## config.mk

```make
export PLATFORM = sky130hd
export DESIGN_NAME = ctrl_hazard_pipe
export DESIGN_NICKNAME = d
export VERILOG_FILES = /design/src/rtl/ctrl_hazard_pipe.sv
export SDC_FILE = /design/constraint.sdc
export NUM_CORES = 1
export LEC_CHECK = 0
export ABC_CLOCK_PERIOD_IN_PS = 3650
export CAP_MARGIN = 0
export CORE_ASPECT_RATIO = 1.5
export CORE_MARGIN = 5
export CORE_UTILIZATION = 44
export DETAILED_ROUTE_END_ITERATION = 10
export PLACE_DENSITY = 0.84
export SYNTH_ARGS = -nofsm -noshare
export SYNTH_HDL_FRONTEND = slang
export SYNTH_SLANG_ARGS = --single-unit
```

## constraint.sdc

```tcl
create_clock -name clk -period 3.65 [get_ports clk]
set_input_delay 1.095 -clock clk [delete_from_list [all_inputs] [get_ports clk]]
set_output_delay 1.095 -clock clk [all_outputs]
set_load 0.05 [all_outputs]
```

## src/rtl/ctrl_hazard_pipe.sv

```systemverilog
// ctrl_hazard_pipe: carries decoded control through ID/EX, EX/MEM, MEM/WB and resolves stalls, flushes and forwarding
module ctrl_hazard_pipe #(
  parameter int RA_W   = 5,
  parameter int ALUC_W = 3,
  parameter int BR_W   = 3
) (
  input  logic              clk,
  input  logic              rst_n,
  input  logic              RegWriteD,
  input  logic              MemWriteD,
  input  logic              MemReadD,
  input  logic              ALUSrcD,
  input  logic              ResultSrcD,
  input  logic [BR_W-1:0]   BranchD,
  input  logic [ALUC_W-1:0] ALUControlD,
  input  logic [RA_W-1:0]   Rs1D,
  input  logic [RA_W-1:0]   Rs2D,
  input  logic [RA_W-1:0]   RdD,
  input  logic              BranchTakenE,
  output logic              StallF,
  output logic              StallD,
  output logic              FlushD,
  output logic              FlushE,
  output logic [1:0]        ForwardAE,
  output logic [1:0]        ForwardBE,
  output logic              RegWriteE,
  output logic              MemWriteE,
  output logic              MemReadE,
  output logic              ALUSrcE,
  output logic              ResultSrcE,
  output logic [BR_W-1:0]   BranchE,
  output logic [ALUC_W-1:0] ALUControlE,
  output logic [RA_W-1:0]   Rs1E,
  output logic [RA_W-1:0]   Rs2E,
  output logic [RA_W-1:0]   RdE,
  output logic              RegWriteM,
  output logic              MemWriteM,
  output logic              MemReadM,
  output logic              ResultSrcM,
  output logic [RA_W-1:0]   RdM,
  output logic              RegWriteW,
  output logic              ResultSrcW,
  output logic [RA_W-1:0]   RdW
);
  logic lw_stall;
  // load-use stall (a taken branch overrides it), flushes and EX operand selects with MEM over WB priority
  always_comb begin
    lw_stall  = MemReadE & (RdE != '0) & ((RdE == Rs1D) | (RdE == Rs2D));
    StallF    = lw_stall & ~BranchTakenE;
    StallD    = StallF;
    FlushD    = BranchTakenE;
    FlushE    = lw_stall | BranchTakenE;
    ForwardAE = (RegWriteM && RdM != '0 && RdM == Rs1E) ? 2'b10 :
                (RegWriteW && RdW != '0 && RdW == Rs1E) ? 2'b01 : 2'b00;
    ForwardBE = (RegWriteM && RdM != '0 && RdM == Rs2E) ? 2'b10 :
                (RegWriteW && RdW != '0 && RdW == Rs2E) ? 2'b01 : 2'b00;
  end
  // ID/EX takes a zero bubble on flush or stall; EX/MEM and MEM/WB advance every cycle
  always_ff @(posedge clk) begin
    if (!rst_n) begin
      RegWriteE   <= 1'b0;
      MemWriteE   <= 1'b0;
      MemReadE    <= 1'b0;
      ALUSrcE     <= 1'b0;
      ResultSrcE  <= 1'b0;
      BranchE     <= '0;
      ALUControlE <= '0;
      Rs1E        <= '0;
      Rs2E        <= '0;
      RdE         <= '0;
      RegWriteM   <= 1'b0;
      MemWriteM   <= 1'b0;
      MemReadM    <= 1'b0;
      ResultSrcM  <= 1'b0;
      RdM         <= '0;
      RegWriteW   <= 1'b0;
      ResultSrcW  <= 1'b0;
      RdW         <= '0;
    end else begin
      RegWriteE   <= RegWriteD & ~FlushE;
      MemWriteE   <= MemWriteD & ~FlushE;
      MemReadE    <= MemReadD & ~FlushE;
      ALUSrcE     <= ALUSrcD & ~FlushE;
      ResultSrcE  <= ResultSrcD & ~FlushE;
      BranchE     <= FlushE ? '0 : BranchD;
      ALUControlE <= FlushE ? '0 : ALUControlD;
      Rs1E        <= FlushE ? '0 : Rs1D;
      Rs2E        <= FlushE ? '0 : Rs2D;
      RdE         <= FlushE ? '0 : RdD;
      RegWriteM   <= RegWriteE;
      MemWriteM   <= MemWriteE;
      MemReadM    <= MemReadE;
      ResultSrcM  <= ResultSrcE;
      RdM         <= RdE;
      RegWriteW   <= RegWriteM;
      ResultSrcW  <= ResultSrcM;
      RdW         <= RdM;
    end
  end
endmodule

```

==> run_results.csv, run 1 <==
group,metric,value,unit
placed_design,portBuffers,78,
route,drcViolationCount,0,
logic_synthesis,synth_nets,204,
setup_path,critPathRequiredTime,2550,ps
logic_synthesis,synthArstFlopShare,0,
global_route,grt_max_degree,32,
setup_path,cp_data_arrival_time,2510,ps
logic_synthesis,syn_avg_cell_area,9.88,um^2
placed_design,dp_hpwl,3340,um
die,io_pins,79,
logic_synthesis,synth.distinct_cells,23,
clock_tree,root_buffer,"clkbuf_8",
power_and_ir_drop,p_per_area,384,nW/um^2
logic_synthesis,synth-edff-count,0,
power_and_ir_drop,sequentialPowerShare,0.466,
timing,relSlewSlack,0.556,
route,routedWlPerCell,14.6,um
die,dieArea,5310,um^2
flow_run,cap_violations,0,
timing,worst_slack,49.7,ps
logic_synthesis,ys.flop_type,"dfxtp_1",
timing,timing.final.crit_share,0.986,
power_and_ir_drop,p_int,0.765,mW
power_and_ir_drop,switchingPower,0.283,mW
power_and_ir_drop,irDropWorstVdd,0.335,mV
global_route,antenna_found_initial,0,
route,vias,1515,
worst_hold_path,holdCritPathClass,"register to register",
logic_synthesis,synthesis.area,1730,um^2
timing,fin_tns_setup,0,ps
timing,setup_viol,0,
final_layout,area_growth,57.9,%
power_and_ir_drop,p_leak,1.13,nW
clock_tree,cts.clk_slew.worst_paths,80,ps
timing,tightest_slew,664,ps
die,rows,28,
final_layout,fin_nets,284,
final_layout,diodes,0,
logic_synthesis,synth.most_common_cell,"dfxtp_1",
placed_design,dp_slack,2.93,ps
logic_synthesis,synth_area_leader_cell,"dfxtp_1",
timing,finalHoldViolations,0,
setup_path,path_max_fanout,3,
route,first_iter_violations,26,
route,first_pass_iters,4,
timing,maxSlewViolCount,0,
logic_synthesis,ys.warnings.count,0,
global_route,grtUsageTotal,0.173,
logic_synthesis,synth_area_leaders,"dfxtp_1 49%, xnor2_1 8.1%, xor2_1 7.1%",
power_and_ir_drop,combPwrFrac,0.192,
timing,finalCriticalPeriod,3600,ps
global_route,grt_pass1_wl,6890,um
die,die_width,61.2,um
final_layout,drive_above_1_share,0.133,
route,ant_nets,0,
logic_synthesis,synthCells,175,
global_route,grt_pass1_vias,1536,
route,viasPerCell,5.03,
logic_synthesis,synthTopCellsByCount,"42 x dfxtp_1, 28 x nand2_1, 16 x and2_1, 16 x xnor2_1, 14 x xor2_1",
setup_path,crit_path_end_kind,"output pin",
die,initial_core_util,0.445,
timing,fmax,278,MHz
setup_path,critPathLaunchType,"input port",
final_layout,fillCellCount,299,
clock_tree,clk-insertion-delay-late,290,ps
timing,rsz0062_at_grt,"false",
die,die_y,86.8,um
logic_synthesis,ys_ff_latch,42,
clock_tree,cts_tree,"yes",
die,fp.coreArea,3890,um^2
outcome,outcome,"finished clean",
power_and_ir_drop,switching_share,0.270,
placed_design,place.gp.congestion,0.799,
logic_synthesis,netlist.area_leader.share,0.486,
power_and_ir_drop,clock_power_share,0.343,
clock_tree,numCtsBuffers,5,
logic_synthesis,synth_seq_area_share,0.486,
clock_tree,htree_levels,2,
clock_tree,clk_path_buf_depth,2,
global_route,overflow,0,
setup_path,path_class,"input port to output pin",
power_and_ir_drop,p_total,1.05,mW
clock_tree,cts_num_sinks,42,
route,wl,4390,um
timing,fin_skew,7.49,ps
final_layout,post-route-util,0.702,
[layer usage]
metal	share of wire	global-route usage	vias up
met1	0.35	0.182	697
met4	0.013	0.0690	0
li1	-	-	749
met3	0.094	0.0626	6
met5	0	0	-
met2	0.54	0.302	63
[power groups by stage]
stage	clock network (mW)	registers (mW)	logic, mW
floorplan	0	0.551	0.0645
global placement	0	0.498	0.198
detailed placement	0	0.499	0.200
CTS	0.365	0.488	0.201
global route	0.386	0.491	0.212
finish	0.359	0.488	0.201
[cells by family after synthesis]
family                    count (synthesis)  share of synthesized area
DFF                                      42                      0.486
xor gates and xnor gates                 30                      0.152
and+or+nand+nor                          59                      0.175
buffers and inverters                    13                     0.0449
AOI/OAI and AO/OA                        31                      0.142
[placed cells by master (no fill, tap or decap), types with 3 or more instances in the layout]
| cell type | n |
|---|---|
| a211oi_2 | 8 |
| clkbuf_8 | 5 |
| a21oi_1 | 11 |
| xnor2_1 | 16 |
| xor2_1 | 14 |
| and2_1 | 16 |
| nand3_1 | 4 |
| dfxtp_1 | 42 |
| or4_1 | 5 |
| buf_4 | 9 |
| dlymetal6s2s_1 | 5 |
| nor4_2 | 3 |
| clkdlybuf4s50_1 | 67 |
| buf_12 | 4 |
| nand2_1 | 28 |
| a211oi_1 | 7 |
[worst paths after layout]
check,start,endpoint,slack [ps],cells after the start
setup / recovery,Rs2D[1],StallD,50,6
hold / removal,ResultSrcE,ResultSrcM,480,1
setup reg to reg,RdE[1],MemReadE,1900,4
hold reg to reg,ResultSrcE,ResultSrcM,480,1
[repair_timing]
| action | CTS | global route |
|---|---|---|
| setup endpoints to repair | 0 | 3 |
| gates resized for setup | 0 | 7 |
| hold buffers | 0 | 0 |
| buffers inserted | 0 | 2 |
[metrics by stage]
step	hold WS, ps	instance area [um^2]	std cells
2_1_floorplan	723	1750	175
3_3_place_gp	441	2590	291
3_5_place_dp	447	2590	291
4_1_cts	480	2700	299
5_1_grt	513	2730	301
6_report	478	2730	301
[worst max-delay path: stages]
cell	delay (ps)
clkdlybuf4s50_1	500
xnor2_1	120
nand2_1	110
o22ai_2	250
and3b_2	290
buf_12	150
[state kept, by name (all words and copies together) (netlist names)]
| name | flops |
|---|---|
| ALUSrcE | 1 |
| MemWriteE | 1 |
| MemReadM | 1 |
| MemWriteM | 1 |
| RegWriteE | 1 |
| BranchE | 3 |
| ALUControlE | 3 |
| RdE | 5 |
| RdW | 5 |
| RegWriteW | 1 |
| RdM | 5 |
| Rs2E | 5 |
| ResultSrcE | 1 |
| Rs1E | 5 |
| MemReadE | 1 |
| RegWriteM | 1 |
| ResultSrcM | 1 |
| ResultSrcW | 1 |
[layout make-up]
class,instances,area [um^2],area share
Clock buffer,6,72.6,0.0266
Clock inverter,2,37.5,0.0137
Multi-Input combinational cell,120,831,0.304
Sequential cell,42,841,0.308
Tap cell,45,56.3,0.0206
Timing Repair Buffer,86,892,0.327
Power figures use the tool's default switching activity.
==> run 2, diff against run 1 <==
Settings changed: PLACE_DENSITY 0.84 to 0.81.
==> run 2 against run 1 <==
Effect of this change: sequential cell count did not move; first-iteration DRC count rose by 3.8%; via count fell by 2.5%.
==> run_results.csv, run 2 (synthesis results as in run 1) <==
group,metric,value,unit
power_and_ir_drop,irDropWorstVdd,0.308,mV
setup_path,crit_path_end_kind,"output pin",
worst_hold_path,holdCritPathClass,"register to register",
die,dieArea,5310,um^2
global_route,antenna_found_initial,0,
setup_path,path_max_fanout,3,
outcome,outcome,"finished clean",
placed_design,dpl_cell_area,2580,um^2
worst_hold_path,worstHoldPathCells,1,
clock_tree,root_buffer,"clkbuf_8",
global_route,grt_max_degree,33,
setup_path,path_buf_inv,2,
timing,finalCriticalPeriod,3580,ps
die,die_y,86.8,um
global_route,grt_pass1_wl,6630,um
placed_design,dp_hpwl,3430,um
setup_path,cp_slowest_cell,"clkdlybuf4s50_1",
timing,finalHoldViolations,0,
timing,worst_slack,72.7,ps
setup_path,path_class,"input port to output pin",
timing,relSlewSlack,0.552,
final_layout,drive_above_1_share,0.134,
placed_design,place.gp.congestion,0.777,
die,die_width,61.2,um
power_and_ir_drop,p_per_area,367,nW/um^2
die,initial_core_util,0.445,
final_layout,final_common_cell,"clkdlybuf4s50_1",
final_layout,post-route-util,0.695,
route,routedWlPerCell,14.4,um
clock_tree,clk-insertion-delay-late,290,ps
timing,fin_tns_setup,0,ps
clock_tree,cts_num_sinks,42,
placed_design,portBuffers,78,
global_route,grtUsageTotal,0.169,
global_route,overflow,0,
setup_path,cp_data_arrival_time,2480,ps
final_layout,final_cell_mix,"69 x clkdlybuf4s50_1, 42 x dfxtp_1, 28 x nand2_1, 16 x and2_1, 15 x xnor2_1",
die,fp.coreArea,3890,um^2
route,first_iter_violations,27,
clock_tree,htree_levels,2,
setup_path,cp_num_cells,6,
setup_path,cp_cell_sequence,"clkdlybuf4s50_1, xnor2_1, nand2_1, o22ai_2, and3b_2, buf_12",
clock_tree,postCtsHoldBufs,0,
route,drcViolationCount,0,
clock_tree,numCtsBuffers,5,
final_layout,multi_input_area,838,um^2
placed_design,dp_slack,-16.8,ps
setup_path,critPathLaunchType,"input port",
setup_path,max_stage_delay,500,ps
final_layout,area_growth,56.3,%
setup_path,worstRegToRegCells,4,
die,rows,28,
final_layout,diodes,0,
power_and_ir_drop,p_total,0.992,mW
timing,fin_skew,6.81,ps
timing,rsz0062_at_grt,"false",
route,ant_nets,0,
flow_run,cap_violations,0,
timing,timing.final.crit_share,0.980,
global_route,grt_pass1_vias,1428,
final_layout,seqCellArea,841,um^2
die,io_pins,79,
power_and_ir_drop,p_leak,1.10,nW
timing,fmax,280,MHz
final_layout,fillCellCount,303,
route,viasPerCell,4.94,
final_layout,fin_nets,282,
setup_path,critPathRequiredTime,2550,ps
clock_tree,cts.clk_slew.worst_paths,80,ps
clock_tree,clk_path_buf_depth,2,
timing,setup_viol,0,
route,first_pass_iters,4,
timing,tightest_slew,671,ps
final_layout,fin_area,2700,um^2
route,wl,4300,um
route,vias,1477,
timing,maxSlewViolCount,0,
clock_tree,cts_tree,"yes",
setup_path,critPathTopFamily,"buffers and inverters",
run 2: changes by cell type in the layout (fill, tap and decap cells not counted):
cell,before,now
buf_4,9,7
bufinv_16,1,0
clkbuf_1,1,0
clkbuf_8,5,6
clkdlybuf4s50_1,67,69
clkinv_2,0,1
dlymetal6s2s_1,5,3
xnor2_1,16,15
xnor2_2,0,1
run 2: worst paths after layout:
kind | from | to | slack (ps)
hold / removal | ResultSrcM | ResultSrcW | 460
setup / recovery | Rs2D[2] | StallF | 70
hold reg to reg | ResultSrcM | ResultSrcW | 460
setup reg to reg | RdE[1] | Rs1E[2] | 1920
run 2: per-stage QoR:
stage          instances  hold slack (ps)
6_report             299              463
5_1_grt              299              479
4_1_cts              298              466
3_5_place_dp         290              443
3_3_place_gp         290              439
2_1_floorplan        175              723
run 2: power by group:
| part | total, mW | internal [mW] | switching (mW) |
|---|---|---|---|
| clock | 0.304 | 0.152 | 0.152 |
| combinational | 0.200 | 0.0870 | 0.113 |
| sequential | 0.488 | 0.474 | 0.0143 |
run 2: repair_timing:
action	CTS	global route
endpoints found under the setup margin	3	1
resized for setup	1	5
pin swaps	1	4
setup buffers	0	1
run 2: routing by layer:
layer | vias up | global-route usage | wire length, um
met5 | - | 0 | 0
li1 | 742 | - | -
met3 | 6 | 0.0522 | 353
met2 | 58 | 0.300 | 2290
met1 | 671 | 0.180 | 1600
met4 | 0 | 0.0651 | 57
run 2: cell type report:
| cell class | instances | area share |
|---|---|---|
| Clock buffer | 6 | 0.0306 |
| Clock inverter | 2 | 0.00463 |
| Multi-Input combinational cell | 120 | 0.310 |
| Sequential cell | 42 | 0.311 |
| Tap cell | 45 | 0.0208 |
| Timing Repair Buffer | 84 | 0.323 |
==> run 3, diff against run 2 <==
Settings changed: MAX_ROUTING_LAYER set to met4.
==> run 3 against run 2 <==
Effect of this change: sequential cell count did not move; sequential power barely moved; total power barely moved; worst hold slack barely moved; sequential share of layout area did not move; die area did not move; first-iteration DRC count rose by 3.7%; register-to-register slack barely moved; clock-buffer cell count did not move; worst setup slack improved by 4.8 ps; cell area did not move; combinational power barely moved; critical path type unchanged; highest routed layer unchanged.
==> run_results.csv, run 3 (synthesis results as in run 1) <==
group,metric,value,unit
outcome,outcome,"finished clean",
route,routedWlPerCell,14.4,um
final_layout,final_cells,299,
placed_design,dp_slack,-16.8,ps
timing,fmax,280,MHz
final_layout,post-route-util,0.695,
placed_design,place.gp.congestion,0.787,
die,dieArea,5310,um^2
timing,finalCriticalPeriod,3570,ps
clock_tree,clk-insertion-delay-late,290,ps
final_layout,area_growth,56.3,%
timing,setup_viol,0,
setup_path,r2r_slack,1920,ps
route,viasPerCell,4.96,
placed_design,placed_cells,290,
global_route,grtUsageTotal,0.173,
setup_path,path_class,"input port to output pin",
final_layout,final_cell_mix,"69 x clkdlybuf4s50_1, 42 x dfxtp_1, 28 x nand2_1, 16 x and2_1, 15 x xnor2_1",
timing,timing.final.crit_share,0.979,
global_route,grt_max_degree,33,
setup_path,reg2reg_from,"RdE[1]",
route,first_pass_iters,4,
final_layout,fillCellCount,303,
placed_design,portBuffers,78,
setup_path,cp_slowest_cell,"clkdlybuf4s50_1",
worst_hold_path,hold_end,"ResultSrcW",
timing,worst_slack,77.5,ps
timing,fin_skew,7.87,ps
clock_tree,root_buffer,"clkbuf_8",
global_route,grt_pass1_vias,1433,
setup_path,cp_cell_sequence,"clkdlybuf4s50_1, xnor2_1, nand2_1, o22ai_2, and3b_2, buf_12",
global_route,antenna_found_initial,0,
setup_path,critPathTopFamily,"buffers and inverters",
route,vias,1482,
die,initial_core_util,0.445,
timing,relSlewSlack,0.546,
die,die_width,61.2,um
global_route,overflow,0,
setup_path,critPathLaunchType,"input port",
power_and_ir_drop,irDropWorstVdd,0.308,mV
timing,maxSlewViolCount,0,
route,ant_nets,0,
die,io_pins,79,
route,drcViolationCount,0,
timing,finalHoldViolations,0,
timing,tightest_slew,680,ps
setup_path,cp_data_arrival_time,2480,ps
die,die_y,86.8,um
setup_path,critPathRequiredTime,2550,ps
route,first_iter_violations,28,
clock_tree,cts_tree,"yes",
global_route,grt_pass1_wl,6600,um
route,wl,4290,um
worst_hold_path,holdCritPathClass,"register to register",
final_layout,diodes,0,
clock_tree,clk_path_buf_depth,2,
timing,fin_tns_setup,0,ps
clock_tree,cts_num_sinks,42,
die,rows,28,
clock_tree,htree_levels,2,
setup_path,crit_path_end_kind,"output pin",
timing,rsz0062_at_grt,"false",
worst_hold_path,hp-start,"ResultSrcM",
power_and_ir_drop,p_leak,1.10,nW
final_layout,drive_above_1_share,0.134,
setup_path,rr_endpoint,"Rs1E[2]",
setup_path,path_buf_inv,2,
power_and_ir_drop,p_per_area,367,nW/um^2
worst_hold_path,worstHoldPathCells,1,
flow_run,cap_violations,0,
die,fp.coreArea,3890,um^2
setup_path,max_stage_delay,500,ps
clock_tree,cts.clk_slew.worst_paths,80,ps
final_layout,fin_nets,282,
final_layout,final_common_cell,"clkdlybuf4s50_1",
setup_path,worstRegToRegCells,4,
setup_path,path_max_fanout,3,
clock_tree,numCtsBuffers,5,
placed_design,dp_hpwl,3430,um
[run 3: cell counts in the layout (fill, tap and decap cells not counted)]
No cell type changed its count.
[run 3: through the flow]
step	area, um^2	power (mW)	hold WS [ps]
floorplan	1750	0.616	723
global placement	2580	0.695	439
detailed placement	2580	0.698	443
CTS	2680	0.997	466
global route	2700	1.03	479
finish	2700	0.992	462
[run 3: area by class of cell]
| type | count | area [um^2] | share of cell area |
|---|---|---|---|
| multi-input combinational | 120 | 838 | 0.310 |
| clock buffer | 6 | 82.6 | 0.0306 |
| clock inverter | 2 | 12.5 | 0.00463 |
| tap | 45 | 56.3 | 0.0208 |
| timing repair buffer | 84 | 872 | 0.323 |
| sequential | 42 | 841 | 0.311 |
[run 3: per-layer routing]
| layer | vias up | track usage | wire [um] |
|---|---|---|---|
| li1 | 741 | - | - |
| met1 | 679 | 0.186 | 1640 |
| met2 | 56 | 0.302 | 2320 |
| met3 | 6 | 0.0343 | 295 |
| met4 | 0 | 0.0651 | 46 |
| met5 | - | - | 0 |
[run 3: worst register-to-register path, cell delays in order, from the launching register on]
cell,delay (ps)
dfxtp_1,370
or4_1,550
o21a_1,220
buf_4,240
a211oi_1,270
[run 3: repair_timing]
action,CTS,global route
setup buffers,0,1
resized for setup,1,5
hold endpoints to repair,0,0
hold buffers,0,0
setup endpoints to repair,3,1
pin swaps,1,4
[run 3: worst max-delay path by stage]
stage,from,end,cells after the start
2_1_floorplan,RdM[1],ForwardBE[0],4
3_3_place_gp,Rs2D[0],StallD,6
3_5_place_dp,Rs2D[3],StallF,6
4_1_cts,Rs2D[3],FlushE,7
5_1_grt,Rs1D[2],StallF,6
6_report,Rs2D[2],StallF,6
[run 3: power by group]
| group | switching (mW) | internal (mW) | total [mW] |
|---|---|---|---|
| Combinational | 0.113 | 0.0870 | 0.200 |
| Clock | 0.152 | 0.152 | 0.304 |
| Sequential | 0.0143 | 0.474 | 0.488 |
